<file path="src/rtl/bin_bcd_pkg.sv">
// Shared types and constants for the sequential binary-to-BCD converter.
// Default sizes cover the 13-bit accumulator feeding a 4-digit display.
package bin_bcd_pkg;

  typedef enum logic [1:0] {
    IDLE  = 2'd0,
    SHIFT = 2'd1,
    DONE  = 2'd2
  } state_t;

  localparam int DIGIT_W = 4;
  localparam logic [DIGIT_W-1:0] BCD_ADJ_THR = 4'd5;
  localparam logic [DIGIT_W-1:0] BCD_ADJ_ADD = 4'd3;

  localparam int DEF_BIN_W  = 13;
  localparam int DEF_DIGITS = 4;

endpackage

</file>
<file path="src/rtl/bcd_digit_adjust.sv">
// Double-dabble correction for one BCD nibble: values of 5 or more get +3
// so that the following left shift carries correctly into the next digit.
module bcd_digit_adjust
  import bin_bcd_pkg::*;
(
  input  logic [DIGIT_W-1:0] i_digit,
  output logic [DIGIT_W-1:0] o_digit
);

  // A nibble of at most 9 plus 3 stays within 4 bits, so no inter-digit carry exists.
  assign o_digit = (i_digit >= BCD_ADJ_THR) ? i_digit + BCD_ADJ_ADD : i_digit;

endmodule

</file>
<file path="src/rtl/bin_bcd_seq.sv">
// Sequential binary-to-BCD converter, one shift-add-3 iteration per clock.
// bcd_o holds the last complete result; at most one further request is queued.
module bin_bcd_seq
  import bin_bcd_pkg::*;
#(
  parameter int BIN_W      = DEF_BIN_W,
  parameter int DIGITS     = DEF_DIGITS,
  parameter bit AUTO_START = 1'b1
) (
  input  logic                      clk_i,
  input  logic                      rst_i,
  input  logic [BIN_W-1:0]          bin_i,
  input  logic                      start_i,
  output logic [DIGIT_W*DIGITS-1:0] bcd_o,
  output logic                      done_o,
  output logic                      busy_o
);

  localparam int BCD_W = DIGIT_W * DIGITS;
  localparam int SH_W  = BCD_W + BIN_W;
  localparam int CNT_W = $clog2(BIN_W + 1);
  localparam logic [CNT_W-1:0] LAST_IT = CNT_W'(BIN_W - 1);

  state_t             r_state;
  logic [SH_W-1:0]    r_sh;
  logic [CNT_W-1:0]   r_cnt;
  logic [BIN_W-1:0]   r_last_bin;
  logic [BIN_W-1:0]   r_pend_val;
  logic               r_pend_flag;
  logic [BCD_W-1:0]   r_bcd;
  logic               r_done;
  logic               r_busy;

  logic               w_req;
  logic [BIN_W-1:0]   w_load_val;
  logic [BCD_W-1:0]   w_bcd_adj;
  logic [SH_W-1:0]    w_sh_next;

  assign w_req      = AUTO_START ? (bin_i != r_last_bin) : start_i;
  // A fresh request in DONE supersedes anything already pending.
  assign w_load_val = w_req ? bin_i : r_pend_val;

  for (genvar g = 0; g < DIGITS; g++) begin : g_adj
    bcd_digit_adjust u_adj (
      .i_digit (r_sh[BIN_W + g*DIGIT_W +: DIGIT_W]),
      .o_digit (w_bcd_adj[g*DIGIT_W +: DIGIT_W])
    );
  end

  assign w_sh_next = {w_bcd_adj, r_sh[BIN_W-1:0]} << 1;

  // NOTE: all state updates use <= so every register samples pre-edge values,
  // which keeps the shift, counter and pending logic order-independent.
  always_ff @(posedge clk_i or posedge rst_i) begin
    if (rst_i) begin
      r_state     <= IDLE;
      r_sh        <= '0;
      r_cnt       <= '0;
      r_last_bin  <= '0;
      r_pend_val  <= '0;
      r_pend_flag <= 1'b0;
      r_bcd       <= '0;
      r_done      <= 1'b0;
      r_busy      <= 1'b0;
    end else begin
      r_done <= 1'b0;
      case (r_state)
        IDLE: begin
          if (w_req) begin
            r_sh       <= {{BCD_W{1'b0}}, bin_i};
            r_cnt      <= '0;
            r_last_bin <= bin_i;
            r_busy     <= 1'b1;
            r_state    <= SHIFT;
          end
        end
        SHIFT: begin
          r_sh  <= w_sh_next;
          r_cnt <= r_cnt + 1'b1;
          if (r_cnt == LAST_IT) begin
            r_busy  <= 1'b0;
            r_state <= DONE;
          end
          if (w_req) begin
            r_pend_flag <= 1'b1;
            r_pend_val  <= bin_i;
            r_last_bin  <= bin_i;
          end
        end
        DONE: begin
          r_bcd       <= r_sh[SH_W-1 -: BCD_W];
          r_done      <= 1'b1;
          r_pend_flag <= 1'b0;
          if (w_req || r_pend_flag) begin
            r_sh       <= {{BCD_W{1'b0}}, w_load_val};
            r_cnt      <= '0;
            r_last_bin <= w_load_val;
            r_busy     <= 1'b1;
            r_state    <= SHIFT;
          end else begin
            r_state <= IDLE;
          end
        end
        default: r_state <= IDLE;
      endcase
    end
  end

  assign bcd_o  = r_bcd;
  assign done_o = r_done;
  assign busy_o = r_busy;

endmodule

</file>
<file path="config.mk">
export PLATFORM = sky130hd
export DESIGN_NAME = bin_bcd_seq
export DESIGN_NICKNAME = d
export VERILOG_FILES = /design/src/rtl/bin_bcd_pkg.sv /design/src/rtl/bcd_digit_adjust.sv /design/src/rtl/bin_bcd_seq.sv
export SDC_FILE = /design/constraint.sdc
export NUM_CORES = 1
export LEC_CHECK = 0
export CAP_MARGIN = 40
export CELL_PAD_IN_SITES_DETAIL_PLACEMENT = 0
export CELL_PAD_IN_SITES_GLOBAL_PLACEMENT = 2
export CORE_MARGIN = 2
export CORE_UTILIZATION = 42
export CTS_CLUSTER_SIZE = 25
export DETAILED_ROUTE_END_ITERATION = 10
export DONT_BUFFER_PORTS = 1
export PLACE_DENSITY_LB_ADDON = 0.1
export SETUP_SLACK_MARGIN = 0.15
export SYNTH_ARGS = -nofsm -noshare
export SYNTH_HDL_FRONTEND = slang
export SYNTH_SLANG_ARGS = --single-unit
</file>
<file path="constraint.sdc">
create_clock -name clk_i -period 3.6 [get_ports clk_i]
set_clock_uncertainty 0.15 [all_clocks]
set_input_delay 0.72 -clock clk_i [delete_from_list [all_inputs] [get_ports clk_i]]
set_output_delay 0.72 -clock clk_i [all_outputs]
set_load 0.005 [all_outputs]
</file>
==> results of run 1 <==
[metal layers]
| layer | track usage | vias to the layer above | wire length, um | part of all wire |
|---|---|---|---|---|
| li1 | - | 1436 | - | - |
| met1 | 0.222 | 1437 | 4320 | 0.46 |
| met2 | 0.303 | 30 | 4610 | 0.49 |
| met3 | 0.0304 | 10 | 263 | 0.028 |
| met4 | 0.0705 | 0 | 133 | 0.014 |
| met5 | 0 | - | 0 | 0 |
[cell type report]
type / instances / area [sq um] / area share
Inverter: 15 / 57.6 / 0.0121
Clock inverter: 2 / 60.1 / 0.0126
Multi-Input combinational cell: 286 / 2190 / 0.459
Sequential cell: 80 / 2000 / 0.420
Tap cell: 136 / 170 / 0.0357
Timing Repair Buffer: 15 / 113 / 0.0237
Clock buffer: 14 / 173 / 0.0363
[final timing paths]
path	startpoint	endpoint	cells after the start
setup reg to reg	r_state[0]$_DFFE_PP0P_	r_sh[5]$_DFFE_PP0P_	8
hold / removal	rst_i	r_sh[5]$_DFFE_PP0P_	1
max in group asynchronous	rst_i	r_sh[6]$_DFFE_PP0P_	2
min in group clk_i	r_sh[9]$_DFFE_PP0P_	r_sh[9]$_DFFE_PP0P_	1
hold reg to reg	r_sh[9]$_DFFE_PP0P_	r_sh[9]$_DFFE_PP0P_	1
setup / recovery	r_state[0]$_DFFE_PP0P_	r_sh[5]$_DFFE_PP0P_	8
[sequential cells by signal, summed over array words and instances (netlist names)]
name,count
r_pend_flag,1
done_o,1
r_last_bin,13
busy_o,1
bcd_o,16
r_pend_val,13
r_sh,29
r_cnt,4
r_state,2
[worst max-delay path, stage by stage, from the launching register on]
cell and delay (ns):
dfrtp_1 0.45, inv_1 0.11, ha_1 0.22, nor2b_1 0.14
o211ai_1 0.31, o41a_1 0.60, buf_4 0.34, nand2_1 0.08
o32a_1 0.28
[where the power goes]
| part | total (uW) | internal [uW] | switching [uW] | leakage (uW) |
|---|---|---|---|---|
| Clock | 771 | 449 | 322 | 0.000117 |
| Combinational | 720 | 334 | 386 | 0.000992 |
| Sequential | 1220 | 1090 | 129 | 0.00102 |
[metrics by stage]
step	hold WS [ns]	utilization	instance area [sq um]	std cells
after global routing	0.220	0.463	4760	548
after CTS	0.181	0.463	4760	548
after global placement	0.330	0.441	4530	532
after detailed placement	0.337	0.441	4530	532
final	0.178	0.463	4760	548
after floorplan	0.320	-	4430	406
[placed cells by master (no fill, tap or decap), types with 2 or more instances in the layout]
cell type	netlist	final
a21oi_1	11	11
a31oi_1	2	2
a32o_1	4	4
and3_1	2	2
and3_2	8	8
buf_4	2	15
bufinv_16	0	2
clkbuf_1	10	2
clkbuf_8	0	12
dfrtp_1	80	80
ha_1	15	15
inv_1	15	14
mux2_1	6	6
mux2_2	51	51
nand2_1	55	55
nand2b_1	6	6
nand3_1	13	13
nand3b_1	2	2
nor2_1	19	19
nor4_4	2	2
o211ai_1	2	2
o21ai_0	27	27
o31ai_1	8	8
o32a_1	10	10
o41ai_4	2	2
or3_1	4	4
or4_1	2	2
xnor2_1	16	16
xor2_1	3	3
[cells by family after synthesis]
| kind of cell | count (synthesis) | synth area share |
|---|---|---|
| fa+ha+maj | 15 | 0.0424 |
| xor+xnor | 20 | 0.0413 |
| buf+inv | 40 | 0.0543 |
| flops | 80 | 0.452 |
| mux | 58 | 0.147 |
| simple gates | 120 | 0.141 |
| compound gates | 73 | 0.122 |
==> out/results.tsv, run 1 <==
stage	metric	value	unit
detailed_routing	Initial DRC Count	67	
synthesis	Post-Syn Area	0.00443	sq mm
clock_tree	clock edge transition at the registers on the reported setup and hold paths	0.08	ns
die	# IOs	34	
grt	first-pass GRT wire length	15.7	mm
synthesis	Yosys top cell area share	0.452	
sta	final setup margin	0.809	ns
clock_tree	total CTS buffers	9	
sta	Hold Violations, Final	0	
finish	Fillers	998	
synthesis	Yosys warnings	0	
critical_path	Worst EP required	3.69	ns
finish	ANT cells	0	
sta	final setup vio count	0	
clock_tree	CTS tree	yes	
detailed_routing	DRT Pass-1 Iters	4	
clock_tree	post-CTS setup buffers	0	
critical_path	CP max FO	17	
detailed_routing	Via density	5.32	
die	Placement Rows	37	
synthesis	library cells used by synthesis	47	
sta	RSZ-0062 raised after global routing	no	
grt	total gr overflow	0	
clock_tree	CTS root buffer	clkbuf_8	
run_status	status	completed	
clock_tree	post_cts resized	0	
clock_tree	Worst-Skew Late Latency	0.35	ns
detailed_routing	DRC errors left	0	
synthesis	top-count cell post-synth	dfrtp_1	
sta	Final TNS setup	0	ns
detailed_routing	Routed WL	9.33	mm
synthesis	Mapped Nets	437	
synthesis	Commonest cells post-synth	dfrtp_1 (80), nand2_1 (55), mux2_2 (51), o21ai_0 (27), nor2_1 (19)	
pwr	Pwr Total	2710	uW
die	Die X	107	um
finish	final net count	438	
pwr	Power Dens Cells	569	mW/mm^2
die	Initial Util	0.431	
grt	GR Util All Layers	0.177	
synthesis	Top FF cell, synth	dfrtp_1	
place	Setup WS pre-CTS	0.737	ns
critical_path	startpoint types	flop	
critical_path	Critical Path End Type	flop	
clock_tree	H-tree Lvls	3	
critical_path	CP arrival	2.88	ns
synthesis	syn avg cell area	10.9	sq um
clock_tree	Hold Buf Count CTS	0	
critical_path	CP Class	reg2reg	
detailed_routing	vias	2913	
synthesis	sequential area share after synthesis	0.452	
synthesis	top cells by area, synth	dfrtp_1 (45%), mux2_2 (13%), nand2_1 (4.7%)	
clock_tree	maximum clock path buffer count	2	
detailed_routing	WL per Instance	17.0	um
place	GPL Wtd Cong	0.781	
place	HPWL after detailed placement	6.31	mm
worst_hold_path	min-delay worst type	in2async	
grt	initial antenna violation count	0	
sta	Max Clk Rate	358	MHz
synthesis	cell count after synthesis	406	
sta	Final Max Slew Viols	0	
synthesis	number of synthesized flops with an enable pin	0	
die	Core Box Area	0.0103	sq mm
sta	minimum clock period	2.79	ns
die	Die Area	0.0114	sq mm
synthesis	register bit total from synthesis	80	
finish	layout cell share with drive strength beyond 1	0.245	
clock_tree	Clock Sinks	80	
sta	final period utilization	0.775	
run	max cap viols	0	
place	IO buf count	0	
grt	vias in the first global route	3071	
critical_path	reg-to-reg setup timing slack	0.81	ns
die	die height	107	um
pwr	Peak VDD IR	0.264	mV
pwr	LEAKAGE	0.00212	uW
synthesis	leading area contributor after synthesis	dfrtp_1	
finish	area added between synthesis and finish	7.52	%
detailed_routing	ANT nets after route	0	
sta	Slew @ Worst Pin	0.979	ns
grt	largest net degree at the start of global routing	37	
sta	Worst slew margin	0.348	
synthesis	asr flop ratio synth	1.00	
Power figures use the tool's default switching activity.
==> run 2, diff against run 1 <==
==> constraint.sdc (replaced) <==
create_clock -name clk_i -period 2.9 [get_ports clk_i]
set_clock_uncertainty 0.15 [all_clocks]
set_input_delay 0.58 -clock clk_i [delete_from_list [all_inputs] [get_ports clk_i]]
set_output_delay 0.58 -clock clk_i [all_outputs]
set_load 0.005 [all_outputs]
==> out/results.tsv, run 2 (synthesis gave the netlist of run 1 again) <==
stage	metric	value	unit	change
run_status	status	completed		
grt	largest net degree at the start of global routing	46		+24%
finish	Util after Layout	0.462		-0.000853
place	# placed instances	537		+0.94%
sta	minimum clock period	2.48	ns	-0.311 ns
grt	total gr overflow	0		unchanged
die	Initial Util	0.431		unchanged
die	Core Box Area	0.0103	sq mm	unchanged
detailed_routing	DRC errors left	0		unchanged
clock_tree	Hold Buf Count CTS	0		unchanged
pwr	Peak VDD IR	0.323	mV	+22%
sta	Worst slew margin	0.595		+0.248
pwr	LEAKAGE	0.00211	uW	-0.44%
clock_tree	post_cts resized	0		unchanged
detailed_routing	ANT nets after route	0		unchanged
die	Placement Rows	37		unchanged
critical_path	CP max FO	9		-8
finish	final net count	443		+1.1%
detailed_routing	vias	2957		+1.5%
detailed_routing	Via density	5.36		+0.77%
worst_hold_path	min-delay worst type	in2async		
finish	Register Area	0.00200	sq mm	unchanged
finish	max reg flops	29		unchanged
clock_tree	maximum clock path buffer count	2		unchanged
finish	area of the multi-input gates	0.00219	sq mm	unchanged
finish	most flop-heavy register	r_sh		
finish	most frequent cells in the layout	dfrtp_1 (80), nand2_1 (55), mux2_2 (51)		
sta	Hold Violations, Final	0		unchanged
clock_tree	total CTS buffers	9		unchanged
sta	final period utilization	0.855		+0.0799
sta	Final Max Slew Viols	0		unchanged
place	HPWL after detailed placement	6.35	mm	+0.63%
run	max cap viols	0		unchanged
die	die height	107	um	unchanged
grt	GR Util All Layers	0.178		+0.00118
pwr	Power Dens Cells	664	mW/mm^2	+17%
clock_tree	CTS tree	yes		
die	Die Area	0.0114	sq mm	unchanged
die	# IOs	34		unchanged
clock_tree	H-tree Lvls	3		unchanged
finish	ANT cells	0		unchanged
place	GPL Wtd Cong	0.777		-0.51%
clock_tree	Worst-Skew Late Latency	0.35	ns	about the same
sta	Slew @ Worst Pin	0.607	ns	-0.371 ns
critical_path	R2R depth	8		unchanged
detailed_routing	WL per Instance	16.9	um	-0.65%
place	IO buf count	0		unchanged
clock_tree	clock edge transition at the registers on the reported setup and hold paths	0.08	ns	about the same
sta	final setup vio count	0		unchanged
critical_path	Worst EP required	3.02	ns	-0.67 ns
critical_path	CP Class	reg2reg		
detailed_routing	Initial DRC Count	155		+130%
grt	vias in the first global route	3086		+0.49%
critical_path	startpoint types	flop		
critical_path	CP arrival	2.60	ns	-0.28 ns
critical_path	Critical Path End Type	flop		
finish	Fillers	1005		+0.70%
sta	Max Clk Rate	403	MHz	+13%
detailed_routing	DRT Pass-1 Iters	4		unchanged
finish	Non-Filler Instances	552		+0.73%
detailed_routing	Routed WL	9.33	mm	about the same
finish	layout cell share with drive strength beyond 1	0.257		+0.0121
place	Setup WS pre-CTS	0.265	ns	-0.472 ns
grt	initial antenna violation count	0		unchanged
sta	Final TNS setup	0	ns	unchanged
finish	area added between synthesis and finish	7.32	%	
clock_tree	Clock Sinks	80		unchanged
clock_tree	post-CTS setup buffers	0		unchanged
sta	final setup margin	0.420	ns	-0.389 ns
grt	first-pass GRT wire length	15.7	mm	+0.35%
finish	commonest non-fill, non-tap cell in the layout	dfrtp_1		
die	Die X	107	um	unchanged
clock_tree	CTS root buffer	clkbuf_8		
sta	RSZ-0062 raised after global routing	no		
run 2: changes by cell type in the layout (fill, tap and decap cells not counted), sizes merged:
cell and delta:
clkinv +2, buf +5, clkinvlp +3, bufinv -2, clkbuf -4
run 2: final timing paths:
kind / from / end / slack, ns
setup / recovery: r_state[0]$_DFFE_PP0P_ / r_sh[21]$_DFFE_PP0P_ / 0.42
hold / removal: rst_i / r_sh[3]$_DFFE_PP0P_ / 0.07
setup reg to reg: r_state[0]$_DFFE_PP0P_ / r_sh[21]$_DFFE_PP0P_ / 0.42
hold reg to reg: r_sh[2]$_DFFE_PP0P_ / r_sh[2]$_DFFE_PP0P_ / 0.35
max in group asynchronous: rst_i / r_sh[23]$_DFFE_PP0P_ / 2.05
min in group clk_i: bin_i[11] / r_pend_val[11]$_DFFE_PP0P_ / 0.22
run 2: layer usage:
layer	vias to the layer above	wire length, um	GRT usage
li1	1446	-	-
met3	11	291	0.0505
met4	0	114	0.0482
met2	36	4370	0.289
met5	-	0	0
met1	1464	4560	0.234
run 2: worst max-delay path, cell delays in order, from the launching register on:
cell      delay, ns
dfrtp_1        0.45
inv_1          0.12
ha_1           0.25
nor2b_1        0.15
o211ai_1       0.32
o41ai_4        0.13
buf_4          0.19
or4_1          0.55
o21ai_0        0.09
run 2: cell type report:
class	instances	area share
Clock buffer	10	0.0290
Clock inverter	5	0.00711
Inverter	15	0.0126
Multi-Input combinational cell	286	0.460
Sequential cell	80	0.421
Tap cell	136	0.0358
Timing Repair Buffer	20	0.0342
run 2: power breakdown:
| part | switching [uW] | internal [uW] |
|---|---|---|
| combinational | 478 | 419 |
| sequential | 162 | 1350 |
| clock | 416 | 328 |
run 2: per-stage QoR:
step           hold slack [ns]  total power, uW  cell area [sq um]
6_report                0.0720             3150               4750
5_1_grt                 0.0961             3390               4750
4_1_cts                 0.0820             3200               4750
3_5_place_dp             0.337             2450               4580
3_3_place_gp             0.329             2430               4580
2_1_floorplan            0.320             2210               4430
==> run 3, diff against run 2 <==
--- a/config.mk
+++ b/config.mk
@@ -9,7 +9,8 @@
 export CELL_PAD_IN_SITES_DETAIL_PLACEMENT = 0
 export CELL_PAD_IN_SITES_GLOBAL_PLACEMENT = 2
 export CORE_MARGIN = 2
-export CORE_UTILIZATION = 42
+export CORE_UTILIZATION = 44
+export CTS_BUF_LIST = sky130_fd_sc_hd__clkbuf_4 sky130_fd_sc_hd__clkbuf_8
 export CTS_CLUSTER_SIZE = 25
 export DETAILED_ROUTE_END_ITERATION = 10
 export DONT_BUFFER_PORTS = 1
==> out/results.tsv, run 3 (synthesis gave the netlist of run 1 again) <==
stage	metric	value	unit	change
finish	final net count	446		+0.68%
grt	initial antenna violation count	0		unchanged
die	Die Area	0.0109	sq mm	-4.4%
critical_path	startpoint types	flop		
run	max cap viols	0		unchanged
critical_path	Critical Path End Type	flop		
critical_path	CP Class	reg2reg		
place	Setup WS pre-CTS	0.324	ns	+0.0591 ns
finish	area added between synthesis and finish	8.87	%	
detailed_routing	Initial DRC Count	110		-29%
sta	Hold Violations, Final	0		unchanged
critical_path	reg-to-reg setup timing slack	0.44	ns	+0.02 ns
finish	max reg flops	29		unchanged
die	Initial Util	0.453		+0.0222
worst_hold_path	Hold Startpoint	bin_i[2]		
grt	GR Util All Layers	0.177		-0.000648
critical_path	CP max stage delay	0.62	ns	+0.07 ns
detailed_routing	Routed WL	9.07	mm	-2.8%
place	HPWL after detailed placement	6.29	mm	-0.91%
worst_hold_path	endpoint of the worst hold path	r_pend_val[2]$_DFFE_PP0P_		
sta	Worst slew margin	0.694		+0.0985
clock_tree	CTS root buffer	clkbuf_8		
sta	final period utilization	0.849		-0.00641
finish	most flop-heavy register	r_sh		
grt	vias in the first global route	2966		-3.9%
pwr	Power Dens Cells	681	mW/mm^2	+2.5%
grt	total gr overflow	0		unchanged
critical_path	Setup crit start	r_state[0]$_DFFE_PP0P_		
finish	Non-Filler Instances	553		+0.18%
worst_hold_path	min-delay worst type	in2reg		
finish	Fillers	948		-5.7%
clock_tree	Worst-Skew Late Latency	0.36	ns	about the same
pwr	LEAKAGE	0.00215	uW	+1.6%
detailed_routing	ANT nets after route	0		unchanged
sta	Final TNS setup	0	ns	unchanged
die	Placement Rows	36		-2.7%
critical_path	top cell family by delay on the critical path	simple AND/OR/NAND/NOR gates		
grt	first-pass GRT wire length	15.2	mm	-3.5%
critical_path	reg-to-reg endpoint	r_cnt[3]$_DFFE_PP0P_		
clock_tree	CTS tree	yes		
critical_path	WP buf/inv	2		unchanged
clock_tree	total CTS buffers	9		unchanged
sta	Slew @ Worst Pin	0.460	ns	-0.148 ns
clock_tree	maximum clock path buffer count	2		unchanged
pwr	Peak VDD IR	0.274	mV	-15%
place	IO buf count	0		unchanged
sta	final setup margin	0.439	ns	+0.0186 ns
run_status	status	completed		
sta	minimum clock period	2.46	ns	-0.0186 ns
detailed_routing	vias	2945		-0.41%
detailed_routing	WL per Instance	16.4	um	-3.0%
clock_tree	clock edge transition at the registers on the reported setup and hold paths	0.08	ns	about the same
sta	Max Clk Rate	406	MHz	+0.76%
finish	layout cell share with drive strength beyond 1	0.262		+0.00469
sta	RSZ-0062 raised after global routing	no		
die	Core Box Area	0.00977	sq mm	-4.9%
critical_path	slowest CP cell	or4b_2		
critical_path	CP max FO	5		-4
sta	Final Max Slew Viols	0		unchanged
die	Die X	104	um	-2.2%
place	# placed instances	536		-0.19%
clock_tree	H-tree Lvls	3		unchanged
critical_path	CP arrival	2.61	ns	about the same
critical_path	critical-path cell list	inv_1, ha_1, nor2b_1, o211ai_1, o41ai_4, buf_4, or4b_2, nand3_1		
place	GPL Wtd Cong	0.794		+2.1%
critical_path	Worst EP required	3.04	ns	+0.02 ns
grt	largest net degree at the start of global routing	43		-6.5%
sta	final setup vio count	0		unchanged
detailed_routing	DRC errors left	0		unchanged
die	# IOs	34		unchanged
critical_path	R2R depth	8		unchanged
die	die height	104	um	-2.2%
finish	commonest non-fill, non-tap cell in the layout	dfrtp_1		
finish	most frequent cells in the layout	dfrtp_1 (80), nand2_1 (55), mux2_2 (51)		
detailed_routing	DRT Pass-1 Iters	4		unchanged
finish	ANT cells	0		unchanged
clock_tree	Clock Sinks	80		unchanged
detailed_routing	Via density	5.33		-0.59%
worst_hold_path	hold path cells	1		
critical_path	worst r2r src	r_state[0]$_DFFE_PP0P_		
==> run 3: cell types whose count changed in the layout (fill, tap and decap cells not counted), sizes merged <==
cell / before / now
clkinv: 3 / 2
dlygate4sd3: 0 / 1
buf: 20 / 22
clkbuf: 10 / 11
bufinv: 0 / 1
==> run 3: timing repair <==
item,in CTS,in global routing
resized for setup,0,0
hold buffers,1,0
setup buffers,0,0
hold endpoints to repair,10,0
==> run 3: stage by stage <==
step,utilization,hold WS [ns],total power [uW],area [sq um]
floorplan,-,0.320,2210,4430
global placement,0.471,0.287,2450,4600
detailed placement,0.471,0.286,2460,4600
CTS,0.493,0.197,3340,4820
global route,0.493,0.194,3510,4820
finish,0.493,0.216,3280,4820
==> run 3: report_power, final <==
group	total, uW	leakage [uW]	switching (uW)	internal [uW]
logic	909	0.00103	471	438
registers	1510	0.00102	162	1350
clock network	860	0.000101	418	442
==> run 3: area by class of cell <==
| cell class | count | area [sq um] | area share |
|---|---|---|---|
| clock inverters | 5 | 55.1 | 0.0114 |
| inverters | 15 | 60.1 | 0.0125 |
| repair buffers | 23 | 200 | 0.0415 |
| flip-flops and latches | 80 | 2000 | 0.415 |
| clock buffers | 11 | 151 | 0.0314 |
| well taps | 133 | 166 | 0.0345 |
| multi-input cells | 286 | 2190 | 0.453 |
==> run 3: worst max-delay path by stage <==
stage | slack, ns | end | cells past startpoint
floorplan | 0.45 | r_last_bin[5]$_DFFE_PP0P_ | 6
global placement | 0.31 | r_sh[2]$_DFFE_PP0P_ | 7
detailed placement | 0.32 | r_sh[11]$_DFFE_PP0P_ | 7
CTS | 0.41 | r_sh[21]$_DFFE_PP0P_ | 8
global route | 0.26 | r_sh[10]$_DFFE_PP0P_ | 8
finish | 0.44 | r_cnt[3]$_DFFE_PP0P_ | 8
==> run 3: layer usage <==
metal,track usage,up-vias,routed length (um)
li1,-,1452,-
met1,0.221,1448,4260
met2,0.302,34,4420
met3,0.0307,11,233
met4,0.0753,0,155
met5,0,-,0
==> run 3: worst register-to-register path: stages (launching register included) <==
cell      delay [ns]
dfrtp_1         0.45
inv_1           0.11
ha_1            0.26
nor2b_1         0.16
o211ai_1        0.29
o41ai_4         0.11
buf_4           0.16
or4b_2          0.62
nand3_1         0.10
